### config.mk
export PLATFORM = sky130hd
export DESIGN_NAME = rr_stream_arbiter
export DESIGN_NICKNAME = d
export VERILOG_FILES = /design/src/rtl/rr_stream_arbiter_pkg.sv /design/src/rtl/rr_stream_arbiter_onehot_to_bin.sv /design/src/rtl/rr_stream_arbiter.sv
export SDC_FILE = /design/constraint.sdc
export NUM_CORES = 1
export LEC_CHECK = 0
export CORE_MARGIN = 2
export CORE_UTILIZATION = 26
export DETAILED_ROUTE_END_ITERATION = 10
export PLACE_DENSITY = 0.91
export SLEW_MARGIN = 20
export SYNTH_ARGS = -nofsm -noshare
export SYNTH_HDL_FRONTEND = slang
export SYNTH_SLANG_ARGS = --single-unit
### constraint.sdc
create_clock -name clk_i -period 3.5 [get_ports clk_i]
set_clock_uncertainty 0.2 [all_clocks]
set_input_delay 0.525 -clock clk_i [delete_from_list [all_inputs] [get_ports clk_i]]
set_output_delay 0.525 -clock clk_i [all_outputs]
set_load 0.02 [all_outputs]
### src/rtl/rr_stream_arbiter_pkg.sv
`default_nettype none
// ============================================================================
// Module      : rr_stream_arbiter_pkg
// Description : Shared types and helpers for the round-robin stream arbiter.
// Revision    : 1.0 - initial release
// ============================================================================
package rr_stream_arbiter_pkg;

    // Arbiter state: free scan or locked onto one requester
    typedef enum logic [0:0] {
        IDLE   = 1'b0,
        LOCKED = 1'b1
    } arb_state_e;

    // Increment an index and wrap to 0 after n-1; an explicit compare keeps
    // non-power-of-two requester counts correct.
    function automatic int unsigned next_idx(input int unsigned idx, input int unsigned n);
        if (idx + 1 >= n) begin
            return 0;
        end
        return idx + 1;
    endfunction

endpackage
`default_nettype wire

### src/rtl/rr_stream_arbiter_onehot_to_bin.sv
`default_nettype none
// ============================================================================
// Module      : onehot_to_bin
// Description : One-hot (or all-zero) to binary index encoder. An all-zero
//               input encodes to 0. No priority resolution is done here; the
//               input is expected to carry at most one set bit.
// Revision    : 1.0 - initial release
// ============================================================================
module onehot_to_bin #(
    parameter int ONEHOT_WIDTH = 4,
    parameter int BIN_WIDTH    = (ONEHOT_WIDTH == 1) ? 1 : $clog2(ONEHOT_WIDTH)
) (
    input  logic [ONEHOT_WIDTH-1:0] i_onehot,
    output logic [BIN_WIDTH-1:0]    o_bin
);

    logic [BIN_WIDTH-1:0] w_bin;

    // OR together the index of every set bit
    always_comb begin
        w_bin = '0;
        for (int i = 0; i < ONEHOT_WIDTH; i++) begin
            if (i_onehot[i]) begin
                w_bin = w_bin | BIN_WIDTH'(i);
            end
        end
    end

    assign o_bin = w_bin;

endmodule
`default_nettype wire

### src/rtl/rr_stream_arbiter.sv
`default_nettype none
// ============================================================================
// Module      : rr_stream_arbiter
// Description : Round-robin arbiter sharing one valid/ready output stream
//               between NUM_IN requesters. Grant is combinational from the
//               request valids and is held stable while the output stalls.
//               Build option RR_ARB_BURST_EN: keep the grant on a requester
//               from its first beat until a beat with req_last_i set.
// Revision    : 1.0 - initial release
// ============================================================================
module rr_stream_arbiter
    import rr_stream_arbiter_pkg::*;
#(
    parameter  int NUM_IN = 4,
    parameter  int DATA_W = 32,
    localparam int IDX_W  = (NUM_IN == 1) ? 1 : $clog2(NUM_IN)
) (
    input  logic                     clk_i,
    input  logic                     rst_i,
    input  logic                     flush_i,
    input  logic [NUM_IN-1:0]        req_valid_i,
    output logic [NUM_IN-1:0]        req_ready_o,
    input  logic [NUM_IN*DATA_W-1:0] req_data_i,
    input  logic [NUM_IN-1:0]        req_last_i,
    output logic                     gnt_valid_o,
    input  logic                     gnt_ready_i,
    output logic [DATA_W-1:0]        gnt_data_o,
    output logic [IDX_W-1:0]         gnt_idx_o,
    output logic [NUM_IN-1:0]        gnt_onehot_o
);

    arb_state_e         r_state;
    arb_state_e         w_state_nxt;
    logic [IDX_W-1:0]   r_ptr;
    logic [IDX_W-1:0]   w_ptr_nxt;
    logic [IDX_W-1:0]   r_lock_idx;
    logic [IDX_W-1:0]   w_lock_nxt;

    logic [NUM_IN-1:0]  w_scan_oh;
    logic               w_scan_hit;
    logic [NUM_IN-1:0]  w_lock_oh;
    logic [NUM_IN-1:0]  w_gnt_oh;
    logic [IDX_W-1:0]   w_win_idx;
    logic [DATA_W-1:0]  w_data;
    logic               w_gnt_valid;
    logic               w_fire;

`ifdef RR_ARB_BURST_EN
    logic               w_last;
    assign w_last = |(w_gnt_oh & req_last_i);
`else
    // End-of-burst markers carry no meaning when every beat is a transaction
    logic               w_unused_last;
    assign w_unused_last = ^req_last_i;
`endif

    // Rotating priority scan: first valid at or above the pointer, else first valid from 0
    always_comb begin
        w_scan_oh  = '0;
        w_scan_hit = 1'b0;
        for (int i = 0; i < NUM_IN; i++) begin
            if (!w_scan_hit && req_valid_i[i] && (IDX_W'(i) >= r_ptr)) begin
                w_scan_oh[i] = 1'b1;
                w_scan_hit   = 1'b1;
            end
        end
        for (int i = 0; i < NUM_IN; i++) begin
            if (!w_scan_hit && req_valid_i[i]) begin
                w_scan_oh[i] = 1'b1;
                w_scan_hit   = 1'b1;
            end
        end
    end

    // Decode the locked index to one-hot without a variable bit-select
    always_comb begin
        w_lock_oh = '0;
        for (int i = 0; i < NUM_IN; i++) begin
            w_lock_oh[i] = (IDX_W'(i) == r_lock_idx);
        end
    end

    // Output decode: pick the winner by state; everything is forced low during reset
    always_comb begin
        if (r_state == LOCKED) begin
            w_gnt_oh = w_lock_oh & req_valid_i;
        end else begin
            w_gnt_oh = w_scan_oh;
        end
        if (rst_i) begin
            w_gnt_oh = '0;
        end
    end

    // Payload mux: OR of the granted requester's data, zero when nothing is granted
    always_comb begin
        w_data = '0;
        for (int i = 0; i < NUM_IN; i++) begin
            if (w_gnt_oh[i]) begin
                w_data = w_data | req_data_i[i*DATA_W +: DATA_W];
            end
        end
    end

    onehot_to_bin #(
        .ONEHOT_WIDTH (NUM_IN),
        .BIN_WIDTH    (IDX_W)
    ) u_onehot_to_bin (
        .i_onehot (w_gnt_oh),
        .o_bin    (w_win_idx)
    );

    assign w_gnt_valid  = |w_gnt_oh;
    assign w_fire       = w_gnt_valid & gnt_ready_i;

    assign gnt_valid_o  = w_gnt_valid;
    assign gnt_onehot_o = w_gnt_oh;
    assign gnt_idx_o    = w_win_idx;
    assign gnt_data_o   = w_data;
    assign req_ready_o  = w_gnt_oh & {NUM_IN{gnt_ready_i}};

    // Next-state: pointer advance on completed transactions, lock on stalls
    always_comb begin
        w_state_nxt = r_state;
        w_ptr_nxt   = r_ptr;
        w_lock_nxt  = r_lock_idx;
        if (flush_i) begin
            w_state_nxt = IDLE;
            w_ptr_nxt   = '0;
            w_lock_nxt  = '0;
        end else begin
`ifdef RR_ARB_BURST_EN
            if (w_fire) begin
                if (w_last) begin
                    w_state_nxt = IDLE;
                    w_ptr_nxt   = IDX_W'(next_idx(32'(w_win_idx), NUM_IN));
                end else begin
                    w_state_nxt = LOCKED;
                    w_lock_nxt  = w_win_idx;
                end
            end else if (w_gnt_valid) begin
                w_state_nxt = LOCKED;
                w_lock_nxt  = w_win_idx;
            end
            // A bubble while locked leaves state, lock and pointer untouched
`else
            if (w_fire) begin
                w_state_nxt = IDLE;
                w_ptr_nxt   = IDX_W'(next_idx(32'(w_win_idx), NUM_IN));
            end else if (w_gnt_valid) begin
                w_state_nxt = LOCKED;
                w_lock_nxt  = w_win_idx;
            end else if (r_state == LOCKED) begin
                // Locked requester withdrew its valid: fall back to scanning
                w_state_nxt = IDLE;
            end
`endif
        end
    end

    // State, pointer and lock registers
    always_ff @(posedge clk_i or posedge rst_i) begin
        if (rst_i) begin
            r_state    <= IDLE;
            r_ptr      <= '0;
            r_lock_idx <= '0;
        end else begin
            r_state    <= w_state_nxt;
            r_ptr      <= w_ptr_nxt;
            r_lock_idx <= w_lock_nxt;
        end
    end

`ifndef SYNTHESIS
    a_onehot0 : assert property (@(posedge clk_i) disable iff (rst_i)
        $onehot0(gnt_onehot_o));

    a_hold_stable : assert property (@(posedge clk_i) disable iff (rst_i)
        (gnt_valid_o && !gnt_ready_i && !flush_i) |=>
        (!gnt_valid_o || ($stable(gnt_data_o) && $stable(gnt_idx_o))));

`ifndef RR_ARB_BURST_EN
    a_lock_valid_held : assert property (@(posedge clk_i) disable iff (rst_i)
        (r_state == LOCKED) |-> gnt_valid_o);
`endif
`endif

endmodule
`default_nettype wire

==> flow_summary.json, run 1 <==
{
  "cp-end-kind": "primary output",
  "multi_input_area_um2": 1030,
  "fin_setup_tns_ns": 0,
  "core_area_um2": 4750,
  "die_area_um2": 5570,
  "route.vias.total": 2177,
  "post-route-period-util": 0.966,
  "routed_wl_um": 7750,
  "ys_seq_area_frac": 0.0964,
  "syn_avg_cell_area_um2": 8.77,
  "start_util": 0.273,
  "synth_area_leaders": "a221o_1, a22o_1, dfrtp_1",
  "ant_nets": 0,
  "ys_seq_elements": 5,
  "maxSlewViolCount": 0,
  "antenna_found_initial": 0,
  "remaining_drc_errors": 0,
  "power-per-cell-area_nw_per_um2": 228,
  "synth_top_area_share": 0.262,
  "place.gp.congestion": 0.869,
  "fillers": 398,
  "yosys_warnings": 0,
  "ff2ff_setup_slack_ns": 1.25,
  "drive_gt1_frac": 0.0958,
  "cp-start-kind": "input port",
  "cts_made_buffers": 3,
  "tightestPinTransition_ns": 0.506,
  "totalPowerFinal_w": 0.000742,
  "clockRootBuffer": "clkbuf_8",
  "n_antenna_cell": 0,
  "synth_area_um2": 1300,
  "io_pins": 183,
  "drt_iter0_drc": 106,
  "finalSetupViolCount": 0,
  "place_ws_ns": -0.139,
  "max_freq_mhz": 296,
  "maxSlewHeadroom": 0.658,
  "synth_area_leader_cell": "a221o_1",
  "regArea_um2": 125,
  "hp-class": "flip-flop to flip-flop",
  "die-height_um": 74.6,
  "switching_share": 0.384,
  "worst-path-max-fanout": 19,
  "fin_ws_ns": 0.120,
  "hpwl_um": 6470,
  "fin_hold_ws_ns": 0.521,
  "synth_most_common_cell": "a221o_1",
  "clock_latency_ns": 0.23,
  "final_nets": 475,
  "cts_tree": "done",
  "grt_pass1_wl_um": 10900,
  "syn_to_final_growth_pct": 151,
  "synth-edff-count": 0,
  "hold_violations": 0,
  "synth-main-ff-cell": "dfrtp_1",
  "switching_power_w": 0.000285,
  "dp.cells": 397,
  "outcome": "finished, final reports clean",
  "layout.cells.non_filler": 401,
  "cts.htree.levels": 1,
  "synth_nets": 288,
  "seq_power_share": 0.104,
  "clkPwrFrac": 0.151,
  "grt-ovfl-total": 0,
  "crit_type": "input port to primary output",
  "p_leak_nw": 1.44,
  "clock_path_buffers": 2,
  "post-cts-setup-buffers": 0,
  "drv_cap": 0,
  "rsz0062_at_grt": "no",
  "p_int_w": 0.000457,
  "grt_pass1_vias": 2163,
  "portBuffers": 178,
  "synth_cells": 148,
  "die_w_um": 74.6,
  "cp.required_ns": 2.77,
  "synth.distinct_cells": 39,
  "via_per_inst": 5.43,
  "cts.sinks": 5,
  "worst_ir_drop_vdd_mv": 0.132,
  "crit_arrival_ns": 2.66,
  "grt_start_max_net_pins": 25,
  "synth_common_cells": "a221o_1, a22o_1, buf_2, buf_6, nand2_1",
  "async_flop_share": 1.00,
  "combPwrFrac": 0.745,
  "row_count": 25,
  "grt_use_total": 0.261,
  "wl_per_cell_um": 19.3,
  "fin_crit_ns": 3.38,
  "dr.pass1.iters": 4,
  "clkTransAtPathRegs_ns": 0.04
}
-- power groups by stage --
stage / clock [W] / sequential, W / combinational [W]
global route: 0.000117 / 0.0000783 / 0.000587
floorplan: 0 / 0.0000678 / 0.000269
CTS: 0.000114 / 0.0000764 / 0.000555
global placement: 0 / 0.0000766 / 0.000586
detailed placement: 0 / 0.0000770 / 0.000592
finish: 0.000112 / 0.0000769 / 0.000553
-- path summary, 6_finish.rpt --
check	startpoint	endpoint	cells after the start
setup / recovery	req_valid_i[2]	gnt_data_o[9]	8
hold / removal	r_lock_idx[0]	r_lock_idx[0]	2
max in group asynchronous	rst_i	r_ptr[0]	3
min in group asynchronous	rst_i	r_state	3
hold reg to reg	r_lock_idx[0]	r_lock_idx[0]	2
setup reg to reg	r_ptr[1]	r_lock_idx[1]	6
-- cells in the final DEF, fill, tap and decap left out, types with 2 or more instances in the layout --
master and instances:
clkdlybuf4s50_1 142, dlygate4sd2_1 35, a221o_1 34, a22o_1 32, buf_4 14, nand2_1 7, inv_1 5, buf_12 5
dfrtp_1 5, nor2b_1 4, nor3_1 3, o21ai_0 3, a21oi_1 3, or3_1 3, nor2_1 3, clkbuf_8 3
and2_1 2, inv_2 2, o31a_1 2, o21ai_1 2, a221oi_1 2
-- cells by family after synthesis --
logic type / share of synthesized area
and+or+nand+nor: 0.157
DFF: 0.0964
buffers and inverters: 0.112
AOI/OAI and AO/OA: 0.626
muxes: 0.00868
-- state kept, by name, indices dropped and copies added, names as in the netlist --
signal and count:
r_lock_idx 2, r_ptr 2, r_state 1
-- through the flow --
step / cell area, um2 / util
after detailed placement: 3250 / 0.683
after floorplan: 1300 / -
after global placement: 3250 / 0.683
final: 3250 / 0.684
after global routing: 3250 / 0.684
after CTS: 3250 / 0.684
-- worst max-delay path, cell delays in order --
cell and delay [ns]:
clkdlybuf4s50_1 0.48, o21ba_1 0.22, or3_1 0.35, o21a_4 0.24, nor2_8 0.15, buf_12 0.17
a221o_1 0.16, dlygate4sd2_1 0.36
-- layout make-up --
class                   count  share of cell area
repair buffers            197               0.598
multi-input cells         121               0.316
flip-flops and latches      5              0.0385
well taps                  67              0.0258
clock buffers               4              0.0138
inverters                   7             0.00808
-- timing repair --
item                                    in CTS  in global routing
gates resized for setup                     35                  1
endpoints found under the setup margin      34                  1
hold buffers                                 0                  0
pin swaps                                    0                  0
-- metal layers --
layer | routed length [um] | vias to the layer above | GRT usage
met2 | 4080 | 114 | 0.442
li1 | - | 1018 | -
met1 | 2850 | 1026 | 0.318
met5 | 0 | - | 0
met3 | 603 | 19 | 0.0683
met4 | 219 | 0 | 0.0992
No activity file was read; power rests on OpenSTA's default activity.
==> run 2: changes to the inputs <==
PLACE_DENSITY = not set   (was 0.91)
PLACE_DENSITY_LB_ADDON = 0.05   (was not set)
==> run 2 against run 1 <==
Sequential power down 0.7%. Routed wire length down 10%. Global-route usage down 3.6 points. First-iteration DRC count down 36%. Die area unchanged. Register-to-register slack better by 0.02 ns. Final cell count up 0.25%. Clock-buffer cell count unchanged. Sequential share of layout area about the same. Hold slack worse by 0.020 ns. Core utilization up 0.42 points. Non-clock buffer count up 1. Critical path type unchanged. Largest power group unchanged.
==> flow_summary.json, run 2 (synthesized netlist as in run 1, its figures left out) <==
{
  "hp-start": "r_ptr[1]",
  "n_antenna_cell": 0,
  "die-height_um": 74.6,
  "dr.pass1.iters": 4,
  "cp.required_ns": 2.77,
  "critPathLaunch": "req_valid_i[2]",
  "row_count": 25,
  "most-common-layout-cells": "clkdlybuf4s50_1, dlygate4sd2_1, a221o_1",
  "die_w_um": 74.6,
  "grt_use_total": 0.225,
  "ff2ff_setup_slack_ns": 1.27,
  "route.vias.total": 2122,
  "grt_pass1_wl_um": 9720,
  "remaining_drc_errors": 0,
  "cts.htree.levels": 1,
  "cts.sinks": 5,
  "clock_path_buffers": 2,
  "cts_tree": "done",
  "drv_cap": 0,
  "hp-class": "flip-flop to flip-flop",
  "place.gp.congestion": 0.843,
  "maxSlewViolCount": 0,
  "rsz0062_at_grt": "no",
  "via_per_inst": 5.28,
  "core_area_um2": 4750,
  "die_area_um2": 5570,
  "post-route-period-util": 0.976,
  "cp-start-kind": "input port",
  "clock_latency_ns": 0.22,
  "top_regs": "r_lock_idx (2), r_ptr (2), r_state (1)",
  "crit_type": "input port to primary output",
  "wl_per_cell_um": 17.3,
  "finalSetupViolCount": 0,
  "place_ws_ns": -0.144,
  "routed_wl_um": 6960,
  "ant_nets": 0,
  "grt_pass1_vias": 2084,
  "power-per-cell-area_nw_per_um2": 224,
  "clkTransAtPathRegs_ns": 0.03,
  "antenna_found_initial": 0,
  "io_pins": 183,
  "place_area_um2": 3270,
  "drive_gt1_frac": 0.0985,
  "post-cts-setup-buffers": 0,
  "p_leak_nw": 1.45,
  "final_nets": 476,
  "worst_ir_drop_vdd_mv": 0.131,
  "final_area_um2": 3270,
  "cts_made_buffers": 3,
  "worst-path-max-fanout": 5,
  "timing.rr.start": "r_ptr[1]",
  "cp-end-kind": "primary output",
  "layout_commonest_cell": "clkdlybuf4s50_1",
  "clockRootBuffer": "clkbuf_8",
  "worstReg2RegEnd": "r_lock_idx[1]",
  "grt_start_max_net_pins": 26,
  "portBuffers": 178,
  "hpwl_um": 5780,
  "r2r_cells": 6,
  "hold_violations": 0,
  "grt-ovfl-total": 0,
  "fin_ws_ns": 0.0823,
  "syn_to_final_growth_pct": 152,
  "outcome": "finished, final reports clean",
  "fin_crit_ns": 3.42,
  "max_freq_mhz": 293,
  "start_util": 0.273,
  "drt_iter0_drc": 68,
  "maxSlewHeadroom": 0.645,
  "hold_depth": 2,
  "crit_arrival_ns": 2.69,
  "hold_end": "r_ptr[1]",
  "tightestPinTransition_ns": 0.525
}
==> run 2: changes by cell type in the layout (fill, tap and decap cells not counted) <==
cell    delta
buf_12     +1
==> run 2: how the worst max path moves through the flow <==
| stage | slack [ns] | cells after the start | endpoint |
|---|---|---|---|
| final | 0.08 | 7 | gnt_idx_o[1] |
| after detailed placement | -0.14 | 8 | gnt_data_o[22] |
| after CTS | 0.01 | 7 | gnt_onehot_o[0] |
| after floorplan | 0.92 | 6 | gnt_data_o[23] |
| after global placement | -0.13 | 8 | gnt_data_o[13] |
| after global routing | 0.002 | 7 | gnt_idx_o[1] |
==> run 2: per-layer routing <==
metal	up-vias	share of wire	GRT usage
li1	1022	-	-
met3	8	0.10	0.0897
met1	984	0.37	0.252
met2	108	0.51	0.406
met4	0	0.013	0.0417
met5	-	0	0
==> run 2: metrics by stage <==
stage	hold slack (ns)	power [W]	utilization	std cells	TNS, ns
6_report	0.502	0.000734	0.688	402	0
5_1_grt	0.553	0.000778	0.688	402	0
4_1_cts	0.495	0.000738	0.688	402	0
3_5_place_dp	0.486	0.000671	0.688	398	-4.03
3_3_place_gp	0.482	0.000666	0.688	398	-3.87
2_1_floorplan	0.125	0.000337	-	148	0
==> run 2: area by class of cell <==
type | count | area [um2]
fill | 450 | 1480
tap | 67 | 83.8
clock buffer | 4 | 45.0
sequential | 5 | 125
inverter | 7 | 26.3
multi-input combinational | 121 | 1030
timing repair buffer | 198 | 1970
==> run 2: power by group <==
part | leakage [nW] | switching [W] | internal (W)
Clock | 0.0228 | 0.0000288 | 0.0000782
Combinational | 1.36 | 0.000235 | 0.000316
Sequential | 0.0679 | 0.0000122 | 0.0000642
Total | 1.45 | 0.000276 | 0.000459
==> run 2: worst max-delay path: stages <==
cell	delay (ns)
clkdlybuf4s50_1	0.50
o21ba_1	0.24
nor4b_2	0.33
a21oi_4	0.10
buf_4	0.18
o21ai_1	0.16
clkdlybuf4s50_1	0.66
==> run 2: timing repair <==
| action | 4_1_cts | 5_1_grt |
|---|---|---|
| endpoints found under the setup margin | 34 | 1 |
| hold buffers | 0 | 0 |
| resized for setup | 35 | 1 |
==> run 3: changes to the inputs <==
CELL_PAD_IN_SITES_DETAIL_PLACEMENT = 0   (was not set)
CELL_PAD_IN_SITES_GLOBAL_PLACEMENT = 1   (was not set)
CORE_UTILIZATION = 16   (was 26)
MAX_ROUTING_LAYER = met4   (was not set)
==> run 3 against run 2 <==
Final area up 2.6%. Sequential power up 1%. Hold slack worse by 0.0098 ns. Clock power about the same. Combinational power up 1%. Fmax up 0.92%. Sequential share of layout area down 0.098 points. Power up 0.89%. Largest power group unchanged. Critical path type unchanged. Register-to-register slack about the same. Non-clock buffer count up 4. Setup slack better by 0.031 ns. Clock-buffer cell count unchanged.
==> flow_summary.json, run 3 (synthesized netlist as in run 1, its figures left out) <==
{
  "outcome": "finished, final reports clean",
  "power-per-cell-area_nw_per_um2": 221,
  "fin_crit_ns": 3.39,
  "crit_arrival_ns": 2.66,
  "r2r_cells": 6,
  "die-height_um": 94.1,
  "grt-ovfl-total": 0,
  "wl_per_cell_um": 16.9,
  "max_freq_mhz": 295,
  "post-route-period-util": 0.968,
  "layout_commonest_cell": "clkdlybuf4s50_1",
  "top_regs": "r_lock_idx (2), r_ptr (2), r_state (1)",
  "drive_gt1_frac": 0.112,
  "maxSlewHeadroom": 0.690,
  "p_leak_nw": 1.49,
  "n_antenna_cell": 0,
  "cp-start-kind": "input port",
  "cts_tree": "done",
  "hold_violations": 0,
  "rsz0062_at_grt": "no",
  "remaining_drc_errors": 0,
  "cp.required_ns": 2.77,
  "worst-path-max-fanout": 13,
  "totalPowerFinal_w": 0.000741,
  "grt_pass1_vias": 2136,
  "portBuffers": 178,
  "drv_cap": 0,
  "fin_hold_ws_ns": 0.492,
  "postCtsHoldBufs": 0,
  "hpwl_um": 6240,
  "routed_wl_um": 7470,
  "cts.sinks": 5,
  "fin_setup_tns_ns": 0,
  "cpPeakStageDelay_ns": 0.49,
  "crit_chain": "clkdlybuf4s50_1 -> o21ba_1 -> or3_1 -> o21a_4 -> nor2_8 -> buf_12 -> a221o_1 -> dlygate4sd2_1",
  "clock_latency_ns": 0.22,
  "clkTransAtPathRegs_ns": 0.04,
  "start_util": 0.166,
  "row_count": 32,
  "io_pins": 183,
  "drt_iter0_drc": 47,
  "clockRootBuffer": "clkbuf_8",
  "via_per_inst": 4.81,
  "final_nets": 480,
  "core_area_um2": 7810,
  "place.gp.congestion": 0.807,
  "slowest_stage": "clkdlybuf4s50_1",
  "place_ws_ns": -0.153,
  "die_w_um": 94.1,
  "cts_made_buffers": 3,
  "worst_ir_drop_vdd_mv": 0.0840,
  "hp-class": "flip-flop to flip-flop",
  "antenna_found_initial": 0,
  "tightestPinTransition_ns": 0.458,
  "cp-end-kind": "primary output",
  "ant_nets": 0,
  "route.vias.total": 2122,
  "most-common-layout-cells": "clkdlybuf4s50_1, a221o_1, dlygate4sd2_1",
  "finalSetupViolCount": 0,
  "clock_path_buffers": 2,
  "fin_ws_ns": 0.113,
  "grt_pass1_wl_um": 10900,
  "dr.pass1.iters": 5,
  "hold_depth": 2,
  "maxSlewViolCount": 0,
  "cts.htree.levels": 1,
  "die_area_um2": 8850,
  "grt_start_max_net_pins": 27,
  "grt_use_total": 0.160,
  "syn_to_final_growth_pct": 159,
  "crit_type": "input port to primary output"
}
run 3: critical path: cells and delay by family:
family                 cells  cell delay [ns]
AOI/OAI and AO/OA          3             0.63
buffers and inverters      3             1.00
and+or+nand+nor            2             0.50
run 3: worst paths after layout:
kind / startpoint / endpoint / slack (ns)
min in group asynchronous: rst_i / r_ptr[1] / 0.57
min: r_ptr[1] / r_ptr[1] / 0.49
max in group asynchronous: rst_i / r_lock_idx[0] / 2.42
max: req_valid_i[2] / gnt_data_o[2] / 0.11
min reg2reg: r_ptr[1] / r_ptr[1] / 0.49
max reg2reg: r_ptr[1] / r_lock_idx[1] / 1.26
run 3: repair_timing:
action	in CTS	in global routing
endpoints found under the setup margin	34	6
pin swaps	1	1
gates cloned	0	0
hold endpoints to repair	0	0
setup buffers	0	0
gates resized for setup	35	6
run 3: final cells by class:
| cell class | count | area (um2) |
|---|---|---|
| Clock buffer | 4 | 45.0 |
| Tap cell | 102 | 128 |
| Multi-Input combinational cell | 121 | 1040 |
| Sequential cell | 5 | 125 |
| Inverter | 7 | 26.3 |
| Timing Repair Buffer | 202 | 1990 |
| Fill cell | 802 | 4450 |
run 3: where the power goes:
part	internal, W	switching [W]
logic	0.000319	0.000238
registers	0.0000642	0.0000131
clock network	0.0000782	0.0000283
total	0.000462	0.000279
run 3: routing by layer:
metal | share of wire | wire length, um | global-route usage | vias to the layer above
met3 | 0.086 | 639 | 0.0369 | 2
met5 | 0 | 0 | - | -
met2 | 0.53 | 3930 | 0.288 | 108
li1 | - | - | - | 1029
met4 | 0.0028 | 21 | 0.0145 | 0
met1 | 0.39 | 2880 | 0.187 | 983
run 3: stage by stage:
stage	instances	util	area [um2]
after global routing	441	0.430	3360
final	441	0.430	3360
after global placement	437	0.427	3330
after floorplan	148	-	1300
after CTS	441	0.427	3340
after detailed placement	437	0.427	3330
